$ cat src/rtl/hysteresis_counter_pkg.sv
// Shared constants and parameter-legality check for hysteresis counters.
// The macro HYSTERESIS_COUNTER_CHECK_PARAMS rejects illegal parameter sets at elaboration.
`ifndef HYSTERESIS_COUNTER_PKG_SV
`define HYSTERESIS_COUNTER_PKG_SV

`define HYSTERESIS_COUNTER_CHECK_PARAMS(RNG, COERC, RSTV, DPTH) \
    if (!((RNG) >= 2 && ((RNG) % 2) == 0 && (COERC) >= 0 && (COERC) <= (RNG) / 2 - 1 && \
          (RSTV) >= 0 && (RSTV) < (RNG) && (DPTH) >= 2)) begin : g_illegal_params \
        $error("hysteresis counter: illegal parameter combination"); \
    end

package hysteresis_counter_pkg;

    function automatic int hc_max(input int range);
        return range - 1;
    endfunction

    function automatic int hc_half_low(input int range);
        return range / 2 - 1;
    endfunction

    function automatic int hc_half_high(input int range);
        return range / 2;
    endfunction

    function automatic int hc_jump_low(input int range, input int coercivity);
        return range / 2 - 1 - coercivity;
    endfunction

    function automatic int hc_jump_high(input int range, input int coercivity);
        return range / 2 + coercivity;
    endfunction

endpackage

`endif

$ cat src/rtl/hysteresis_counter_step.sv
// Combinational next-value function of one hysteresis saturating counter.
// Increment and decrement together leave the value unchanged.
module hysteresis_counter_step
    import hysteresis_counter_pkg::*;
#(
    parameter int RANGE      = 4,
    parameter int RANGE_LOG2 = $clog2(RANGE),
    parameter int COERCIVITY = 1
) (
    input  logic [RANGE_LOG2-1:0] value,
    input  logic                  increment,
    input  logic                  decrement,
    output logic [RANGE_LOG2-1:0] next_value
);

    `HYSTERESIS_COUNTER_CHECK_PARAMS(RANGE, COERCIVITY, 0, 2)

    localparam logic [RANGE_LOG2-1:0] MAX_V       = RANGE_LOG2'(hc_max(RANGE));
    localparam logic [RANGE_LOG2-1:0] HALF_LOW_V  = RANGE_LOG2'(hc_half_low(RANGE));
    localparam logic [RANGE_LOG2-1:0] HALF_HIGH_V = RANGE_LOG2'(hc_half_high(RANGE));
    localparam logic [RANGE_LOG2-1:0] JUMP_LOW_V  = RANGE_LOG2'(hc_jump_low(RANGE, COERCIVITY));
    localparam logic [RANGE_LOG2-1:0] JUMP_HIGH_V = RANGE_LOG2'(hc_jump_high(RANGE, COERCIVITY));
    localparam logic [RANGE_LOG2-1:0] ONE_V       = RANGE_LOG2'(1);

    // Saturation is tested before +1/-1, so the arithmetic can never wrap.
    always_comb begin
        next_value = value;
        if (increment && !decrement) begin
            if (value == MAX_V)
                next_value = MAX_V;
            else if (value == HALF_LOW_V)
                next_value = JUMP_HIGH_V;
            else
                next_value = value + ONE_V;
        end else if (decrement && !increment) begin
            if (value == '0)
                next_value = '0;
            else if (value == HALF_HIGH_V)
                next_value = JUMP_LOW_V;
            else
                next_value = value - ONE_V;
        end
    end

endmodule

$ cat src/rtl/hysteresis_counter_table.sv
// Table of DEPTH hysteresis saturating counters with one read and one update port.
// Define HYSTERESIS_COUNTER_TABLE_BYPASS_EN to forward same-cycle updates/flushes to the read port.
module hysteresis_counter_table
    import hysteresis_counter_pkg::*;
#(
    parameter int RANGE       = 4,
    parameter int RANGE_LOG2  = $clog2(RANGE),
    parameter int RESET_VALUE = 0,
    parameter int COERCIVITY  = 1,
    parameter int DEPTH       = 16,
    parameter int DEPTH_LOG2  = $clog2(DEPTH)
) (
    input  logic                  clock,
    input  logic                  resetn,
    input  logic                  flush,
    input  logic [DEPTH_LOG2-1:0] update_index,
    input  logic                  update_increment,
    input  logic                  update_decrement,
    input  logic [DEPTH_LOG2-1:0] read_index,
    output logic [RANGE_LOG2-1:0] read_count,
    output logic                  read_high
);

    `HYSTERESIS_COUNTER_CHECK_PARAMS(RANGE, COERCIVITY, RESET_VALUE, DEPTH)

    localparam logic [RANGE_LOG2-1:0] RESET_V     = RANGE_LOG2'(RESET_VALUE);
    localparam logic [RANGE_LOG2-1:0] HALF_HIGH_V = RANGE_LOG2'(hc_half_high(RANGE));
    localparam logic [DEPTH_LOG2:0]   DEPTH_V     = (DEPTH_LOG2 + 1)'(DEPTH);

    logic [RANGE_LOG2-1:0] entries [DEPTH];
    logic                  update_in_range;
    logic                  read_in_range;
    logic [RANGE_LOG2-1:0] update_current;
    logic [RANGE_LOG2-1:0] update_next;
    logic [RANGE_LOG2-1:0] read_stored;

    assign update_in_range = ({1'b0, update_index} < DEPTH_V);
    assign read_in_range   = ({1'b0, read_index} < DEPTH_V);
    assign update_current  = update_in_range ? entries[update_index] : '0;
    assign read_stored     = read_in_range ? entries[read_index] : '0;

    hysteresis_counter_step #(
        .RANGE      (RANGE),
        .RANGE_LOG2 (RANGE_LOG2),
        .COERCIVITY (COERCIVITY)
    ) u_update_step (
        .value      (update_current),
        .increment  (update_increment),
        .decrement  (update_decrement),
        .next_value (update_next)
    );

    always_ff @(posedge clock or negedge resetn) begin
        if (!resetn) begin
            for (int unsigned i = 0; i < DEPTH; i++)
                entries[i] <= RESET_V;
        end else if (flush) begin
            for (int unsigned i = 0; i < DEPTH; i++)
                entries[i] <= RESET_V;
        end else if (update_in_range) begin
            entries[update_index] <= update_next;
        end
    end

`ifdef HYSTERESIS_COUNTER_TABLE_BYPASS_EN
    logic                  read_hit;
    logic [RANGE_LOG2-1:0] read_forward;

    assign read_hit = update_in_range && (update_index == read_index);

    // Second step instance evaluates the read entry as if the pending update had landed.
    hysteresis_counter_step #(
        .RANGE      (RANGE),
        .RANGE_LOG2 (RANGE_LOG2),
        .COERCIVITY (COERCIVITY)
    ) u_bypass_step (
        .value      (read_stored),
        .increment  (update_increment && read_hit),
        .decrement  (update_decrement && read_hit),
        .next_value (read_forward)
    );

    always_comb begin
        read_count = read_forward;
        if (!read_in_range)
            read_count = '0;
        else if (flush)
            read_count = RESET_V;
    end
`else
    assign read_count = read_stored;
`endif

    assign read_high = (read_count >= HALF_HIGH_V);

endmodule

$ cat config.mk
export PLATFORM = sky130hd
export DESIGN_NAME = hysteresis_counter_table
export DESIGN_NICKNAME = d
export VERILOG_FILES = /design/src/rtl/hysteresis_counter_pkg.sv /design/src/rtl/hysteresis_counter_step.sv /design/src/rtl/hysteresis_counter_table.sv
export SDC_FILE = /design/constraint.sdc
export NUM_CORES = 1
export LEC_CHECK = 0
export BUFFER_PORTS_ARGS = -buffer_cell sky130_fd_sc_hd__buf_2
export CAP_MARGIN = 20
export CELL_PAD_IN_SITES_DETAIL_PLACEMENT = 1
export CELL_PAD_IN_SITES_GLOBAL_PLACEMENT = 2
export CORE_UTILIZATION = 37
export CTS_BUF_LIST = sky130_fd_sc_hd__clkbuf_16
export DETAILED_ROUTE_END_ITERATION = 12
export PLACE_DENSITY = 0.81
export SLEW_MARGIN = 20
export SYNTH_ARGS = -nofsm -noshare
export SYNTH_HDL_FRONTEND = slang
export SYNTH_HIERARCHICAL = 1
export SYNTH_SLANG_ARGS = --single-unit
export TNS_END_PERCENT = 100
$ cat constraint.sdc
create_clock -name clock -period 2.6 [get_ports clock]
set_input_delay 0.78 -clock clock [delete_from_list [all_inputs] [get_ports clock]]
set_output_delay 0.78 -clock clock [all_outputs]
set_load 0.1 [all_outputs]
==> qor.yml, run 1 <==
fin_crit_ns: 2.70
yosysWarnings: 6
ctsHoldBuffers: 0
yosysMostFrequentCell: "nor2_1"
grt_overflow: 0
path_clk_slew_ns: 0.05
grt.busiest_layer: "met2"
largest_reg_flops: 32
viasPerCell: 5.75
ys_top_cells_by_area: "dfrtp_1 38%, mux4_2 17%, mux2i_1 15%, nor2_1 6.1%, nor4b_4 4.6%"
max_slew_margin_pct: 52.3
status: "finished, violations left"
start_util_pct: 39.6
h-tree-depth: 2
drt-initial-drc-count: 88
total_leakage_power_uw: 0.00113
synth_edf_count: 0
num_antenna_cells: 0
synth_flop_cell: "dfrtp_1"
ys_async_sr_fraction_pct: 100
die_area_um2: 5940
io_pins: 16
clock_latency_ns: 0.27
place.gp.congestion: 0.831
path_delay_family: "multiplexers"
num-nets-final: 208
violations: "negative setup slack"
setup_violations: 3
slew_violations: 0
whs_ns: 0.549
worstMarginPinSlew_ns: 0.715
antenna_left: 0
final_cell_area_um2: 2550
crit_required_ns: 1.82
syn_area_um2: 2080
fill_cells: 569
cp.arrival_ns: 1.92
rows: 26
grt_pass1_wl_um: 9180
crit_chain: "buf_12 -> mux4_2 -> a22oi_2 -> nand3_4 -> buf_12"
synth_area_leader_cell: "dfrtp_1"
die_y_um: 77.1
p_sw_share_pct: 23.7
fin_ws_ns: -0.0973
slowest_stage: "mux4_2"
grt_max_degree: 33
cap_violations: 0
die_w_um: 77.1
synth_cell_types: 21
skew_ns: 0.00204
clk_path_buf_depth: 2
wl_um: 5380
place_ws_ns: -0.357
syn2layout_area_growth_pct: 22.4
grt.total_usage_pct: 20.4
finalPower_uw: 1190
cts.sinks: 32
hold_viol: 0
cts_root_buffer: "clkbuf_16"
grtUsageMet3_pct: 4.29
netlist_instances: 173
drc: 0
drt-pass1-iter-count: 4
place_area_um2: 2340
core_um2: 5270
wl_per_cell_um: 20.3
regMostFlops: "entries"
crit_fanout: 6
synth_seq_cells: 32
reg_top3: "entries: 32 flops"
cts-buffers-inserted: 5
cts_tree: "yes"
io_buffers: 15
synth_seq_area_share_pct: 38.4
sequentialPowerShare_pct: 42.4
p_clk_share_pct: 45.1
crit_buf_inv: 2
antenna_found_initial: 0
fmax_mhz: 371
drive_gt1_share_pct: 34.9
hold_class: "register to register"
dp_hpwl_um: 3760
synth_top_area_share_pct: 38.4
synth_common_cells: "34 x nor2_1, 32 x dfrtp_1, 32 x mux2i_1"
vias: 1523
path_class: "input pin to primary output"
max-vdd-ir-drop_uv: 254
end_kind: "primary output"
switchingPower_uw: 283
fin_util_pct: 48.4
p_comb_share_pct: 12.6
cell_internal_pwr_uw: 910
max_stage_delay_ns: 0.50
rsz0062_at_grt: "true"
grt_pass1_vias: 1690
syn_nets: 186
period_share_pct: 104
synth.avg_cell_area_um2: 12.0
post_cts_buffers: 0
critPathLaunchType: "input pin"
met1_usage_pct: 26.5
powerDensity_nw_per_um2: 467
crit_top_cell: "buf_12"
use_met2_pct: 34.5
-- cell usage in the layout (no fill, tap or decap) --
| cell | instances |
|---|---|
| a21oi_1 | 1 |
| a22oi_1 | 1 |
| a22oi_2 | 3 |
| and4bb_1 | 6 |
| buf_12 | 6 |
| buf_2 | 10 |
| buf_4 | 15 |
| clkbuf_16 | 5 |
| clkbuf_4 | 1 |
| clkinv_2 | 1 |
| dfrtp_1 | 32 |
| inv_1 | 3 |
| maj3_4 | 1 |
| mux2i_1 | 32 |
| mux4_2 | 16 |
| nand2_1 | 3 |
| nand2_2 | 1 |
| nand3_1 | 4 |
| nand3_2 | 2 |
| nand3_4 | 2 |
| nand4_1 | 1 |
| nand4b_1 | 4 |
| nor2_1 | 34 |
| nor2b_1 | 4 |
| nor4_4 | 1 |
| nor4b_4 | 4 |
| o21ai_0 | 1 |
| o21ai_1 | 1 |
-- per-layer routing --
metal	wire (um)	vias up
li1	-	686
met1	2360	796
met2	2760	34
met3	192	7
met4	65	0
met5	0	-
-- power groups by stage --
stage / registers [uW] / clock network, uW / logic [uW]
2_1_floorplan: 512 / 0 / 91.5
3_3_place_gp: 513 / 0 / 137
3_5_place_dp: 513 / 0 / 143
4_1_cts: 505 / 549 / 150
5_1_grt: 505 / 570 / 162
6_report: 505 / 537 / 150
-- timing repair --
action,CTS,global route
gates resized for setup,19,3
setup endpoints to repair,3,28
pin swaps,4,0
-- tightest hold or removal path: cells and delay by family, from the launching register on --
kind	cells	cell delay [ns]
mux	1	0.07
simple gates	1	0.07
flops	1	0.36
-- final timing paths --
path                       cells past startpoint     endpoint          start  slack, ns
max                                            5    read_high  read_index[0]       -0.1
min                                            2  entries[24]    entries[24]       0.55
max reg2reg                                    6  entries[14]    entries[26]       0.43
min reg2reg                                    2  entries[24]    entries[24]       0.55
max in group asynchronous                      1  entries[22]         resetn       1.58
min in group asynchronous                      1  entries[31]         resetn       0.56
-- layout make-up --
cell class / instances / area, um^2 / share of cell area (%)
well taps: 70 / 87.6 / 3.43
inverters: 2 / 7.51 / 0.294
flip-flops and latches: 32 / 801 / 31.4
multi-input cells: 122 / 1230 / 48.3
clock buffers: 5 / 125 / 4.90
repair buffers: 32 / 290 / 11.4
clock inverters: 2 / 8.76 / 0.343
-- kinds of logic (layout without fill, tap and decap cells) --
family / Yosys count / count (layout) / synth area share, %
AOI/OAI and AO/OA: 7 / 7 / 2.16
DFF: 32 / 32 / 38.4
and+or+nand+nor: 66 / 66 / 21.1
buffers and inverters: 19 / 41 / 5.10
adders and majority gates: 1 / 1 / 0.540
muxes: 48 / 48 / 32.7
-- stage by stage --
stage / TNS, ns / instances
CTS: -0.272 / 265
global placement: -5.10 / 258
finish: -0.249 / 265
detailed placement: -6.77 / 258
global route: -0.379 / 265
floorplan: -0.605 / 173
Power figures use the tool's default switching activity.
==> run 2, diff against run 1 <==
- CAP_MARGIN: 20 -> not set
- CORE_ASPECT_RATIO: not set -> 1.4
==> qor.yml, run 2 (synthesized netlist as in run 1, its figures left out) <==
slew_violations: 0  # unchanged
violations: "negative setup slack"
fin_util_pct: 47.0  # -1.4 points
max-vdd-ir-drop_uv: 275  # +8.2%
min_from: "entries[30]"
vias: 1541  # +1.2%
setup_violations: 3  # unchanged
fmax_mhz: 372  # +0.24%
status: "finished, violations left"
skew_ns: 0.00338  # +0.00134 ns
place.gp.congestion: 0.817  # -1.6%
die_y_um: 90.8  # +18%
cts-buffers-inserted: 5  # unchanged
drt-initial-drc-count: 93  # +5.7%
wl_per_cell_um: 21.2  # +4.7%
crit_required_ns: 1.82  # about the same
grt_overflow: 0  # unchanged
h-tree-depth: 2  # unchanged
startpoint: "read_index[0]"
grt_max_degree: 33  # unchanged
cts_tree: "yes"
drt-pass1-iter-count: 4  # unchanged
antenna_found_initial: 0  # unchanged
hold_viol: 0  # unchanged
io_buffers: 15  # unchanged
layout_commonest_cell: "nor2_1"
whs_ns: 0.562  # +0.0137 ns
fin_ws_ns: -0.0908  # +0.00657 ns
antenna_left: 0  # unchanged
largest_reg_flops: 32  # unchanged
cp.arrival_ns: 1.91  # about the same
placedCellCount: 253  # -1.9%
stdcell_count: 262  # -1.1%
num-nets-final: 206  # -0.96%
reg2reg_from: "entries[24]"
critPathLaunchType: "input pin"
crit_top_cell: "buf_12"
num_antenna_cells: 0  # unchanged
grt.total_usage_pct: 21.1  # +0.67 points
grt_pass1_vias: 1759  # +4.1%
dp_hpwl_um: 3770  # +0.10%
cts.sinks: 32  # unchanged
clk_path_buf_depth: 2  # unchanged
max_stage_delay_ns: 0.50  # about the same
ctsHoldBuffers: 0  # unchanged
worstMarginPinSlew_ns: 0.747  # +0.0319 ns
io_pins: 16  # unchanged
path_clk_slew_ns: 0.05  # about the same
drc: 0  # unchanged
syn2layout_area_growth_pct: 23.8
max_slew_margin_pct: 50.2  # -2.1 points
final_cell_mix: "34 x nor2_1, 32 x dfrtp_1, 29 x mux2i_1"
grt_pass1_wl_um: 9170  # -0.14%
start_util_pct: 38.0  # -1.6 points
rows: 32  # +23%
total_leakage_power_uw: 0.00114  # +0.64%
path_class: "input pin to primary output"
regMostFlops: "entries"
core_um2: 5490  # +4.1%
wl_um: 5560  # +3.5%
period_share_pct: 103  # -0.25 points
fin_crit_ns: 2.69  # -0.00657 ns
viasPerCell: 5.88  # +2.3%
hold_class: "register to register"
slowest_stage: "mux4_2"
clock_latency_ns: 0.27  # about the same
end_kind: "primary output"
crit_chain: "buf_12 -> mux4_2 -> a22oi_2 -> nand3_4 -> buf_12"
rsz0062_at_grt: "true"
place_ws_ns: -0.330  # +0.0266 ns
die_area_um2: 5940  # about the same
powerDensity_nw_per_um2: 466  # -0.29%
crit_fanout: 5  # -1
reg_top3: "entries: 32 flops"
drive_gt1_share_pct: 36.6  # +1.7 points
cap_violations: 0  # unchanged
cts_root_buffer: "clkbuf_16"
die_w_um: 65.4  # -15%
-- run 2: final timing paths --
| check | to | slack (ns) | cells after the start |
|---|---|---|---|
| max in group asynchronous | entries[12] | 1.55 | 1 |
| setup reg to reg | entries[10] | 0.43 | 6 |
| hold reg to reg | entries[30] | 0.56 | 2 |
| setup / recovery | read_high | -0.09 | 5 |
| min in group asynchronous | entries[19] | 0.57 | 1 |
| hold / removal | entries[30] | 0.56 | 2 |
-- run 2: critical path, delay by kind of cell --
kind | cells | cell delay (ns)
compound gates | 1 | 0.22
mux | 1 | 0.50
simple gates | 1 | 0.12
buf+inv | 2 | 0.28
-- run 2: metal layers --
layer | track usage [%] | vias up | share of wire (%)
met5 | 0 | - | 0
met4 | 8.15 | 0 | 1.5
met3 | 3.41 | 6 | 2.1
met2 | 37.0 | 31 | 55
met1 | 25.0 | 822 | 41
li1 | - | 682 | -
-- run 2: cell type report --
class	count	area (um^2)
Fill cell	589	2910
Clock inverter	3	11.3
Sequential cell	32	801
Multi-Input combinational cell	123	1270
Inverter	2	7.51
Timing Repair Buffer	29	283
Tap cell	68	85.1
Clock buffer	5	125
-- run 2: power breakdown --
group	internal [uW]	leakage, uW	switching, uW
sequential	502	0.000446	3.14
clock	343	0.0000738	199
combinational	64.9	0.000619	89.6
-- run 2: repair_timing --
item / CTS / global route
pin swaps: 2 / 1
gates resized for setup: 15 / 15
setup buffers: 0 / 0
endpoints found under the setup margin: 3 / 35
gates cloned: 0 / 1
-- run 2: stage by stage --
step	total power (uW)	TNS, ns	instance area [um^2]
4_1_cts	1200	-0.290	2510
3_3_place_gp	648	-5.29	2320
2_1_floorplan	604	-0.605	2140
3_5_place_dp	654	-7.59	2320
5_1_grt	1240	-0.359	2580
6_report	1200	-0.240	2580
==> run 3, diff against run 2 <==
- ABC_AREA: not set -> 1
- CORE_UTILIZATION: 37 -> 30
- PLACE_DENSITY: 0.81 -> 0.82
==> qor.yml, run 3 <==
largest_reg_flops: 32  # unchanged
drive_gt1_share_pct: 12.1  # -25 points
hold_class: "input pin to asynchronous set/reset pin"
h-tree-depth: 2  # unchanged
place.gp.congestion: 0.790  # -3.4%
viasPerCell: 4.77  # -19%
total_leakage_power_uw: 0.00128  # +13%
io_buffers: 15  # unchanged
fin_ws_ns: 0.101  # +0.191 ns
path_class: "input pin to primary output"
drc: 0  # unchanged
drt-pass1-iter-count: 4  # unchanged
stdcell_count: 432  # +65%
io_pins: 16  # unchanged
wl_um: 6270  # +13%
cts_tree: "yes"
whs_ns: 0.558  # -0.00393 ns
slew_violations: 0  # unchanged
fmax_mhz: 400  # +7.7%
synth_area_leader_cell: "dfrtp_1"
powerDensity_nw_per_um2: 512  # +9.9%
reg_top3: "entries: 32 flops"
synth_top_area_share_pct: 38.2  # -0.21 points
clk_path_buf_depth: 2  # unchanged
max-vdd-ir-drop_uv: 249  # -9.4%
hold_viol: 0  # unchanged
core_um2: 6660  # +21%
cts-buffers-inserted: 5  # unchanged
synth_seq_area_share_pct: 38.2  # -0.21 points
yosysWarnings: 6  # unchanged
rows: 35  # +9.4%
cts.sinks: 32  # unchanged
path_clk_slew_ns: 0.05  # about the same
crit_required_ns: 1.82  # about the same
end_kind: "primary output"
layout_commonest_cell: "nand2_1"
synth_seq_cells: 32  # unchanged
setup_violations: 0  # -3
cap_violations: 0  # unchanged
clock_latency_ns: 0.28  # about the same
netlist_instances: 322  # +86%
drt-initial-drc-count: 34  # -63%
start_util_pct: 31.5  # -6.5 points
antenna_left: 0  # unchanged
fin_util_pct: 37.2  # -9.9 points
place_ws_ns: 0.0496  # +0.380 ns
wl_per_cell_um: 14.5  # -32%
ys_async_sr_fraction_pct: 100  # unchanged
grt_pass1_vias: 2242  # +27%
num_antenna_cells: 0  # unchanged
critPathLaunchType: "input pin"
post_cts_buffers: 0  # unchanged
syn_nets: 335  # +80%
die_w_um: 72.6  # +11%
grt_max_degree: 33  # unchanged
num-nets-final: 353  # +71%
synth_edf_count: 0  # unchanged
synth_flop_cell: "dfrtp_1"
cp.arrival_ns: 1.72  # -0.19 ns
rsz0062_at_grt: "false"
skew_ns: 0.00437  # +0.000989 ns
grt_pass1_wl_um: 11000  # +20%
ys_top_cells_by_area: "dfrtp_1 38%, nand2_1 28%, o22ai_1 9.6%, inv_1 8.1%, nand3_1 6.7%"
final_cell_mix: "155 x nand2_1, 45 x inv_1, 32 x o22ai_1, 32 x dfrtp_1, 28 x nand3_1"
vias: 2061  # +34%
syn_area_um2: 2100  # +0.54%
yosysMostFrequentCell: "nand2_1"
grt.total_usage_pct: 19.7  # -1.4 points
status: "complete, no violations"
dp_hpwl_um: 4860  # +29%
crit_fanout: 15  # +10
grt_overflow: 0  # unchanged
ctsHoldBuffers: 0  # unchanged
synth.avg_cell_area_um2: 6.51  # -46%
cts_root_buffer: "clkbuf_16"
synth_common_cells: "157 x nand2_1, 45 x inv_1, 32 x dfrtp_1, 32 x o22ai_1, 28 x nand3_1"
syn2layout_area_growth_pct: 18.0
period_share_pct: 96.1  # -7.4 points
die_y_um: 101  # +11%
placedCellCount: 425  # +68%
antenna_found_initial: 0  # unchanged
die_area_um2: 7330  # +23%
fin_crit_ns: 2.50  # -0.191 ns
regMostFlops: "entries"
worstMarginPinSlew_ns: 0.729  # -0.0182 ns
synth_cell_types: 17  # -19%
max_slew_margin_pct: 51.4  # +1.2 points
run 3: cell count changes after synthesis, sizes merged, moves of 20 or more:
cell	delta
nor2	-28
nand3	+20
o22ai	+32
nand2	+155
mux2i	-32
inv	+47
run 3: stage by stage:
stage	TNS (ns)	total power (uW)	instance area, um^2
floorplan	-0.126	656	2110
global placement	0	726	2330
detailed placement	0	729	2330
CTS	0	1270	2470
global route	0	1310	2470
finish	0	1270	2470
run 3: critical path, cell delays in order:
cell     delay (ns)
buf_2          0.14
buf_12         0.15
nand2_1        0.06
nand3_1        0.08
nand3_1        0.11
nand3_1        0.12
nand2_4        0.11
buf_12         0.17
run 3: cell families after synthesis:
group	count (synthesis)	share of synthesized area, %
AOI/OAI and AO/OA	35	10.3
and+or+nand+nor	193	37.6
DFF	32	38.2
buffers and inverters	62	14.0
run 3: path summary, 6_finish.rpt:
kind | from | end | slack (ns) | depth (start not counted)
setup / recovery | read_index[0] | read_high | 0.10 | 8
hold / removal | resetn | entries[6] | 0.56 | 1
setup reg to reg | entries[8] | entries[21] | 0.99 | 13
hold reg to reg | entries[24] | entries[24] | 0.56 | 2
max in group asynchronous | resetn | entries[13] | 1.56 | 1
min in group clock | entries[24] | entries[24] | 0.56 | 2
run 3: report_power, final:
part	switching (uW)	internal [uW]	leakage, uW
sequential	1.83	502	0.000446
clock	205	343	0.0000709
combinational	147	67.9	0.000767
total	354	913	0.00128
run 3: repair_timing:
| action | in CTS | in global routing |
|---|---|---|
| resized for setup | 0 | 3 |
| hold endpoints to repair | 0 | 0 |
| endpoints found under the setup margin | 0 | 3 |
run 3: cell type report:
type / instances / area (um^2)
Clock buffer: 5 / 125
Clock inverter: 2 / 8.76
Fill cell: 904 / 4180
Inverter: 50 / 194
Multi-Input combinational cell: 228 / 1010
Sequential cell: 32 / 801
Tap cell: 92 / 115
Timing Repair Buffer: 23 / 218
run 3: layer usage:
metal	GRT usage, %	share of wire (%)
met1	23.2	44
met2	37.0	53
met3	1.80	1.5
met4	6.33	1.6
met5	0	0
